$ cat config.mk
export PLATFORM = sky130hd
export DESIGN_NAME = alu_result_queue
export DESIGN_NICKNAME = d
export VERILOG_FILES = /design/src/rtl/alu_pkg.sv /design/src/rtl/alu_result_fifo_mem.sv /design/src/rtl/alu_result_queue.sv
export SDC_FILE = /design/constraint.sdc
export NUM_CORES = 1
export LEC_CHECK = 0
export CAP_MARGIN = 0
export CORE_MARGIN = 5
export CORE_UTILIZATION = 35
export DETAILED_ROUTE_END_ITERATION = 6
export MAX_ROUTING_LAYER = met4
export PLACE_DENSITY = 0.53
export RECOVER_POWER = 100
export SLEW_MARGIN = 5
export SYNTH_ARGS = -nofsm -noshare
export SYNTH_HDL_FRONTEND = slang
export SYNTH_HIERARCHICAL = 1
export SYNTH_SLANG_ARGS = --single-unit
$ cat constraint.sdc
create_clock -name clk -period 14 [get_ports clk]
set_input_delay 2.8 -clock clk [delete_from_list [all_inputs] [get_ports clk]]
set_output_delay 2.8 -clock clk [all_outputs]
set_load 0.05 [all_outputs]
$ cat src/rtl/alu_pkg.sv
// ---------------------------------------------------------------------------
// alu_pkg
// Shared definitions for the ALU and its downstream result queue:
//   - opcode encodings driven into the ALU
//   - alu_entry_t : one queued ALU result with its flags, opcode and tag
//   - carry_valid : whether an opcode produces a meaningful carry flag
// ---------------------------------------------------------------------------
package alu_pkg;

    localparam int ALU_WIDTH = 128;
    localparam int ALU_TAG_W = 5;

    localparam logic [3:0] XOR   = 4'd0;
    localparam logic [3:0] ADD   = 4'd1;
    localparam logic [3:0] SLT   = 4'd2;
    localparam logic [3:0] SGE   = 4'd3;
    localparam logic [3:0] PASSB = 4'd4;
    localparam logic [3:0] SRL   = 4'd5;
    localparam logic [3:0] SUB   = 4'd6;
    localparam logic [3:0] OR    = 4'd7;
    localparam logic [3:0] AND   = 4'd8;
    localparam logic [3:0] MIN   = 4'd9;
    localparam logic [3:0] SLTU  = 4'd10;
    localparam logic [3:0] NOR   = 4'd11;

    typedef struct packed {
        logic [3:0]           opcode;
        logic [ALU_TAG_W-1:0] tag;
        logic [ALU_WIDTH-1:0] result;
        logic                 carry;
        logic                 zero;
        logic                 sign;
    } alu_entry_t;

    // The ALU drives carryFlag for every opcode, but it only carries
    // meaning for the adder/subtractor paths.
    function automatic logic carry_valid(input logic [3:0] opcode);
        return (opcode == ADD) || (opcode == SUB);
    endfunction

endpackage

$ cat src/rtl/alu_result_fifo_mem.sv
// ---------------------------------------------------------------------------
// alu_result_fifo_mem
// DEPTH x alu_entry_t register array, one synchronous write port and one
// asynchronous read port. Contents are not reset.
// Ports:
//   clk      : rising-edge clock
//   we_i     : write enable
//   waddr_i  : write address
//   wdata_i  : entry to write
//   raddr_i  : read address
//   rdata_o  : entry at raddr_i (combinational)
// ---------------------------------------------------------------------------
module alu_result_fifo_mem
    import alu_pkg::*;
#(
    parameter int DEPTH = 4,
    localparam int AW   = $clog2(DEPTH)
) (
    input  logic          clk,
    input  logic          we_i,
    input  logic [AW-1:0] waddr_i,
    input  alu_entry_t    wdata_i,
    input  logic [AW-1:0] raddr_i,
    output alu_entry_t    rdata_o
);

    alu_entry_t mem_q [DEPTH];

    // Storage write; no reset so the array maps onto plain flops/LUTRAM.
    always_ff @(posedge clk) begin
        if (we_i) begin
            mem_q[waddr_i] <= wdata_i;
        end
    end

    assign rdata_o = mem_q[raddr_i];

endmodule

$ cat src/rtl/alu_result_queue.sv
// ---------------------------------------------------------------------------
// alu_result_queue
// Registered stage between the combinational ALU and the register file
// writeback. Queues ALU results (masked carry, zero, sign, opcode, tag) in a
// small FIFO and hands them out over valid/ready. Tracks sticky flags of
// retired results and counts retirements.
// Ports:
//   clk, rst                : clock, synchronous active-high reset
//   in_valid / in_ready     : ALU-side handshake (in_ready from occupancy only)
//   in_opcode/tag/result    : ALU result fields
//   in_carry/zero/sign      : ALU flags
//   out_valid / out_ready   : writeback-side handshake
//   out_opcode/tag/result   : head entry fields
//   out_carry/zero/sign     : head entry flags (carry already masked)
//   sticky_clr              : clear sticky flags
//   sticky_carry/zero/sign  : OR of retired flags since last clear
//   occupancy               : entries held, 0..DEPTH
//   retire_cnt              : number of popped entries (wraps)
// ---------------------------------------------------------------------------
module alu_result_queue
    import alu_pkg::*;
#(
    parameter int WIDTH = 128,
    parameter int TAG_W = 5,
    parameter int DEPTH = 4,
    parameter int CNT_W = 32
) (
    input  logic                   clk,
    input  logic                   rst,
    input  logic                   in_valid,
    output logic                   in_ready,
    input  logic [3:0]             in_opcode,
    input  logic [TAG_W-1:0]       in_tag,
    input  logic [WIDTH-1:0]       in_result,
    input  logic                   in_carry,
    input  logic                   in_zero,
    input  logic                   in_sign,
    output logic                   out_valid,
    input  logic                   out_ready,
    output logic [3:0]             out_opcode,
    output logic [TAG_W-1:0]       out_tag,
    output logic [WIDTH-1:0]       out_result,
    output logic                   out_carry,
    output logic                   out_zero,
    output logic                   out_sign,
    input  logic                   sticky_clr,
    output logic                   sticky_carry,
    output logic                   sticky_zero,
    output logic                   sticky_sign,
    output logic [$clog2(DEPTH):0] occupancy,
    output logic [CNT_W-1:0]       retire_cnt
);

    localparam int AW = $clog2(DEPTH);
    localparam int OW = AW + 1;

    logic [AW-1:0]    wrPtr_q, wrPtr_d;
    logic [AW-1:0]    rdPtr_q, rdPtr_d;
    logic [OW-1:0]    occ_q, occ_d;
    logic [2:0]       sticky_q, sticky_d;
    logic [CNT_W-1:0] retire_q, retire_d;
    alu_entry_t       hold_q, hold_d;

    alu_entry_t pushEntry;
    alu_entry_t memRd;
    alu_entry_t headEntry;
    logic       full;
    logic       push;
    logic       pop;

    assign full      = (occ_q == OW'(DEPTH));
    assign in_ready  = !full && !rst;
    assign out_valid = (occ_q != '0);
    assign push      = in_valid && in_ready;
    // Gating with rst keeps a pop in the reset cycle from touching counters.
    assign pop       = out_valid && out_ready && !rst;

    always_comb begin
        pushEntry.opcode = in_opcode;
        pushEntry.tag    = in_tag;
        pushEntry.result = in_result;
        pushEntry.carry  = in_carry && carry_valid(in_opcode);
        pushEntry.zero   = in_zero;
        pushEntry.sign   = in_sign;
    end

    alu_result_fifo_mem #(
        .DEPTH (DEPTH)
    ) u_mem (
        .clk     (clk),
        .we_i    (push),
        .waddr_i (wrPtr_q),
        .wdata_i (pushEntry),
        .raddr_i (rdPtr_q),
        .rdata_o (memRd)
    );

    // When empty the outputs show the last popped entry (zero after reset)
    // so they never expose uninitialised storage.
    assign headEntry = out_valid ? memRd : hold_q;

    assign out_opcode   = headEntry.opcode;
    assign out_tag      = headEntry.tag;
    assign out_result   = headEntry.result;
    assign out_carry    = headEntry.carry;
    assign out_zero     = headEntry.zero;
    assign out_sign     = headEntry.sign;
    assign sticky_carry = sticky_q[2];
    assign sticky_zero  = sticky_q[1];
    assign sticky_sign  = sticky_q[0];
    assign occupancy    = occ_q;
    assign retire_cnt   = retire_q;

    // Next-state for pointers, occupancy, sticky flags and retire counter.
    always_comb begin
        wrPtr_d  = wrPtr_q + AW'(push);
        rdPtr_d  = rdPtr_q + AW'(pop);
        retire_d = retire_q + CNT_W'(pop);
        hold_d   = pop ? headEntry : hold_q;

        occ_d = occ_q;
        case ({push, pop})
            2'b10:   occ_d = occ_q + 1'b1;
            2'b01:   occ_d = occ_q - 1'b1;
            default: occ_d = occ_q;
        endcase

        // A clear in the same cycle as a pop restarts from the popped flags.
        sticky_d = sticky_q;
        if (pop) begin
            sticky_d = (sticky_clr ? 3'b000 : sticky_q)
                     | {headEntry.carry, headEntry.zero, headEntry.sign};
        end else if (sticky_clr) begin
            sticky_d = 3'b000;
        end
    end

    // State registers with synchronous reset; queued entries are discarded
    // by zeroing occupancy and pointers.
    always_ff @(posedge clk) begin
        if (rst) begin
            wrPtr_q  <= '0;
            rdPtr_q  <= '0;
            occ_q    <= '0;
            sticky_q <= '0;
            retire_q <= '0;
            hold_q   <= '0;
        end else begin
            wrPtr_q  <= wrPtr_d;
            rdPtr_q  <= rdPtr_d;
            occ_q    <= occ_d;
            sticky_q <= sticky_d;
            retire_q <= retire_d;
            hold_q   <= hold_d;
        end
    end

endmodule

* Word-level counts from Yosys, hierarchy flattened
Memory sizes are Yosys's and may differ from the RTL's. A register that Yosys moved wholly into a read port is not among the register bits.
Cells that the tools add are included.
** Storage, ports and cells
- Flip-flop bits (word level) :: 182
- Bits in latches :: 0
- Bits in writable memories :: 560
- Memory bits (read-only) :: 0
- Input bits :: 145
- Output and inout port bits :: 180
- Logic and storage cells :: 40
- Memories kept :: 1
** Operators by class
- Add/sub/neg operators :: 5
- Multiply operators :: 0
- Divide/modulo/power cells :: 0
- $lt $le $gt $ge :: 0
- Equality and inequality tests :: 5
- Shifts and indexed selects :: 0
- Mux-type cells :: 7
- Bitwise logic cells :: 1
- Reduce and logical (&&, ||, !) cells :: 10
** Memory list
- u_mem.mem_q :: depth 4, bits a word 140, rd ports 1, clocked after Yosys merged registers in 1, write ports 1, line alu_result_fifo_mem.sv:27 : alu_entry_t mem_q [DEPTH];
** Operators with widths (count)
- 140-bit 2-to-1 mux :: 1
- 32-bit by 1-bit adder with 32-bit output :: 1
- 3-bit 2-to-1 mux :: 2
- 3-bit case mux with 2 select lines :: 1
- 1-bit logical AND :: 5
- 2-bit by 1-bit adder with 2-bit output :: 2
- 4-bit by 1-bit == test with 1-bit output, second input constant :: 1
- 4-bit by 3-bit == test with 1-bit output, second input constant :: 1
- 3-bit by 1-bit adder with 3-bit output, second input constant :: 1
- 3-bit == test, second input constant :: 1
- 3-bit bitwise OR :: 1
- 3-bit nonzero test :: 1
- 3-bit by 1-bit subtractor with 3-bit output, second input constant :: 1
- 2-bit by 1-bit == test with 1-bit output, second input constant :: 1
- 2-bit == test, second input constant :: 1
- 1-bit logical NOT :: 2
- 1-bit 2-to-1 mux :: 2
- 2-bit 2-to-1 mux :: 1
- 2-bit nonzero test :: 1
- 1-bit logical OR :: 1

* Longest topological paths before layout
- Depth in word-level cells :: 6
- Mapped depth :: 11
- Gate-level depth less buffers :: 9

* Modules after synthesis
Netlist, hierarchy kept.
** Modules (own cells, without submodules)
- alu_result_fifo_mem :: times used 1, cells an instance 736, area each 20230.7 µm², seq. area each 16816.1 µm²
- alu_result_queue :: times used 1, cells an instance 994, area each 8500.7 µm², seq. area each 3643.5 µm²

* Worst setup path after synthesis
Ideal clock, no wire load.
- Kind :: input port to flip-flop
- Start :: in rst
- End :: mem u_mem/mem_q[0][0] (netlist name) (enable)
- Setup time :: 0.839 ns
- Arrival time :: 14.243 ns
- Data required time :: 13.161 ns
- Setup slack :: -1.083 ns
- Stages on the path :: 5
- Buffers on the path :: 1
- Cell sequence :: clkbuf_1 -> a31oi_1 -> nand2_1 -> inv_1 -> nor3b_1
** Between the ends
- Word-level cells in the longest chain between the ends :: 5
** Ends and longest elaborated chain
- start, declared :: line alu_result_queue.sv:29 : input logic rst,
- 1-bit logical NOT :: line alu_result_queue.sv:72 : assign in_ready = !full && !rst;
- 1-bit logical AND :: line alu_result_queue.sv:72
- net in_ready :: line alu_result_queue.sv:31 : output logic in_ready,
- 1-bit logical AND :: line alu_result_queue.sv:74 : assign push = in_valid && in_ready;
- net push :: line alu_result_queue.sv:68 : logic push;
- 1-bit 2-to-1 mux :: line alu_result_fifo_mem.sv:31 : if (we_i) begin
- 1-bit 2-to-1 mux (not written as such) :: line alu_result_fifo_mem.sv:32 : mem_q[waddr_i] <= wdata_i;
- end, declared :: line alu_result_fifo_mem.sv:27
The timed path passes the listed nets, and every way through them passes these cells.

* Worst setup path after layout
- Start :: in rst
- End :: mem u_mem/mem_q[2][61] (netlist name) (enable)
** Between the ends
- Word-level cells in the longest chain between the ends :: 5
** Ends and longest elaborated chain (line)
- 1-bit logical NOT :: alu_result_queue.sv:72
- 1-bit logical AND :: alu_result_queue.sv:72
- 1-bit logical AND :: alu_result_queue.sv:74
- net push :: alu_result_queue.sv:68
- 1-bit 2-to-1 mux :: alu_result_fifo_mem.sv:31
- 1-bit 2-to-1 mux (not written as such) :: alu_result_fifo_mem.sv:32
The timed path passes the listed nets, and every way through them passes these cells.

==> results.md <==
- Status: finished with violations
- Violated checks: max-capacitance violations, max-slew violations
- XOR/XNOR Fraction of Synth Area: 0.00427
- Post-synthesis register bit count: roughly 740
- Clock Tree Root: clkbuf_16
- RD Place Congestion: about 0.74
- Sequential share of the synthesized area: 0.712
- Flop-to-flop setup slack: 7.20 ns
- Post-route DRC: 0
- Drt wl/cell: ~22 um
- First-pass GRT wire length: 105 mm
- Post-synthesis mux area share: 0.166
- Flop pwr share: 0.437
- Die H: 297 um
- GRT Residual Overflow: 0
- Net count after synthesis: 1882
- H-tree Lvls: 3
- Area Overhead vs Synth: 24.5%
- Initial drt markers: 840
- Period utilisation layout: 0.730
- Overall routed net length: 70.7 mm
- Initial core utilization: 0.352
- Adder-Cell Fraction of Synth Area: 0.00331
- Postcts setup bufs: 0
- Final hold viol count: 0
- Type of origin of the critical path: input port
- Logic pwr share: 0.169
- Design Area, Final: 35800 um^2
- Multi-input logic area: between 7000 and 8000 um^2
- Via count: roughly 16000
- Worst skew pair latency: between 0.6 and 0.7 ns
- Synth unique cells: 45
- Post-synthesis simple-gate area fraction: 0.0607
- EDFF count, synth: 560
- Initial antenna violation count: 35
- Critical Path RT: 14.12 ns
- Die X: around 300 um
- TritonCTS clock tree: yes
- Clock power frac: 0.394
- Max cap viols: 17
- Setup ws final: 3.78 ns
- Leak: 11.8 nW
- Setup-failing EPs final: 0
- All-Layer GR Usage: 0.163
- Synthesized cell area: roughly 29000 um^2
- Drt pass-1 iters: 5
- Final clock skew: approximately 0.026 ns
- Largest net degree at the start of global routing: 113
- Fillers: 7198
- Port bufs: 324
- Syn Inst Count: 1730
- Sink Count: 742
- Top_reg_cell synth: edfxtp_1
- Number of global-route vias before repair: 16740
- Pwr Total: 5.65 mW
- Largest family of logic cells by synthesized area: multiplexers
- Setup CP Type: in -> reg
- Internal power: ~4 mW
- ANT nets after route: 0
- Yosys warning count: 6
- CP Capture Type: flip-flop
- Syn avg cell area: about 17 um^2
- Core Box Area: 81700 um^2
- Row Count: 105
- Max Fanout on Critical Path: 67
- # hold bufs at CTS: 0
- Synth Area in Compound Gates: 0.0327
- Worst hold path class: reg -> reg
- IO Pins: between 300 and 400
- RSZ-0062 raised after global routing: no
- Min Tclk post-route: 10.22 ns
- CTS Buf Count: 81
- Slew Limit Fails: 863
- Worst slack, placed: 6.98 ns
- Rel. slew slack: -1.84
- PostCTS Resize Cnt: 0
- PwrDens: 158 nW/um^2
- Switch Pwr: 1.54 mW
- Vias/cell: 5.00
- Area post-placement: 33000 um^2
- Hpwl dp: a little over 40 mm
- Switch share: 0.274
- Peak VDD IR: 0.103 mV
- Worst EP arrival: 10.34 ns
- Clk slew on worst S/H paths: 0.06 ns
- Worst Tran Pin Value: 4.26 ns
- Fmax: 97.9 MHz
- Die area: 87900 um^2
- Layout Nets: 2207
- Ys async rst share: 0
- FF/Latch Area: slightly above 20000 um^2
- Setup Total Neg Slack: 0 ns
- Placed Cells: just over 3000
- Non-Filler Instances: 3218
- Max clock buf depth: 3
- Share of layout cells above drive strength 1: 0.201
## registers in the layout (all words and copies together), names as in the netlist
| name | count |
|---|---|
| hold_q | 140 |
| sticky_q | 3 |
| occupancy | 3 |
| retire_cnt | 32 |
| u_mem/mem_q | 560 |
| wrPtr_q | 2 |
| rdPtr_q | 2 |
## final cells by class
type	instances	share of cell area
multi-input cells	877	0.214
diodes	25	0.00175
repair buffers	346	0.0938
clock inverters	43	0.0168
well taps	1070	0.0374
flip-flops and latches	742	0.572
clock buffers	108	0.0630
inverters	7	0.000735
## synth_stat cells (3+ instances only)
master      n  area share
a21oi_1   163       0.028
and2_1      3     0.00065
and3_1      5      0.0011
and4_1      3     0.00091
buf_1       5     0.00065
buf_2      42      0.0073
buf_4      12      0.0031
buf_6      12      0.0047
clkbuf_1   32      0.0042
dfxtp_1   182        0.13
edfxtp_1  560        0.59
ha_1        6      0.0026
inv_1       7     0.00091
mux2_2    141       0.055
mux4_2    140        0.11
nand2_1   292       0.038
nand2b_1    4     0.00087
nand3_1     9      0.0016
nand4_1     9      0.0020
nand4_2     3      0.0013
nor2_1     19      0.0025
nor2b_1     8      0.0017
nor3_1      3     0.00052
nor3b_1     3     0.00078
o21ai_0     5     0.00087
o31ai_1    11      0.0029
or3_1       6      0.0013
or4_1      11      0.0029
xnor2_1     8      0.0024
xor2_1      6      0.0018
## path summary, 6_finish.rpt
path | from | end | cells after the start
worst max register to register | occupancy[0]$_SDFFE_PP0P_ | u_mem/mem_q[2][61]$_DFFE_PP_ | 6
worst min-delay path | hold_q[4]$_SDFFE_PP0N_ | hold_q[4]$_SDFFE_PP0N_ | 2
worst min register to register | hold_q[4]$_SDFFE_PP0N_ | hold_q[4]$_SDFFE_PP0N_ | 2
worst max-delay path | rst | u_mem/mem_q[2][61]$_DFFE_PP_ | 6
## through the flow
stage / hold slack, ns / utilization
after detailed placement: 0.444 / 0.403
after global routing: 0.470 / 0.437
after global placement: 0.439 / 0.403
after floorplan: 0.434 / -
after CTS: 0.452 / 0.438
final: 0.450 / 0.438
## cells in the final DEF (no fill, tap or decap), types with 5 or more instances in the layout
master / count
nor2b_1: 8
clkbuf_16: 83
o21ai_0: 5
and3_1: 5
mux2_2: 141
nor2_1: 19
xnor2_1: 8
diode_2: 25
o31ai_1: 11
clkbuf_8: 8
or3_1: 5
clkinv_2: 14
nand2_1: 291
a21oi_1: 163
or4_1: 12
clkbuf_1: 30
buf_4: 9
nand3_1: 9
bufinv_16: 10
edfxtp_1: 560
mux4_2: 140
dlygate4sd3_1: 296
dfxtp_1: 181
ha_1: 6
nand4_1: 11
clkdlybuf4s50_1: 27
xor2_1: 6
inv_1: 7
clkinv_1: 9
## logic make-up after synthesis
logic type / Yosys count
compound gates: 181
xor+xnor: 14
fa+ha+maj: 7
buf+inv: 111
flops: 742
mux: 283
simple gates: 392
## critical path, stage by stage
cell and delay (ns):
clkbuf_1 1.23, a31oi_1 0.72, nand2_1 0.22, inv_1 0.18, and3b_1 1.97, clkbuf_1 3.10
## per-layer routing
| metal | vias to the layer above | share of wire | track usage |
|---|---|---|---|
| met4 | 0 | 0.022 | 0.0415 |
| met5 | - | 0 | - |
| met3 | 120 | 0.065 | 0.0420 |
| li1 | 7324 | - | - |
| met1 | 8271 | 0.42 | 0.201 |
| met2 | 377 | 0.49 | 0.272 |
## power by group through the flow
stage | Combinational, mW | Clock (mW) | Sequential (mW)
CTS | 1.01 | 2.29 | 2.46
floorplan | 0.665 | 0 | 2.51
finish | 0.957 | 2.22 | 2.47
detailed placement | 1.01 | 0 | 2.51
global route | 1.01 | 2.38 | 2.47
global placement | 1.01 | 0 | 2.51
No activity file was read; power rests on OpenSTA's default activity.
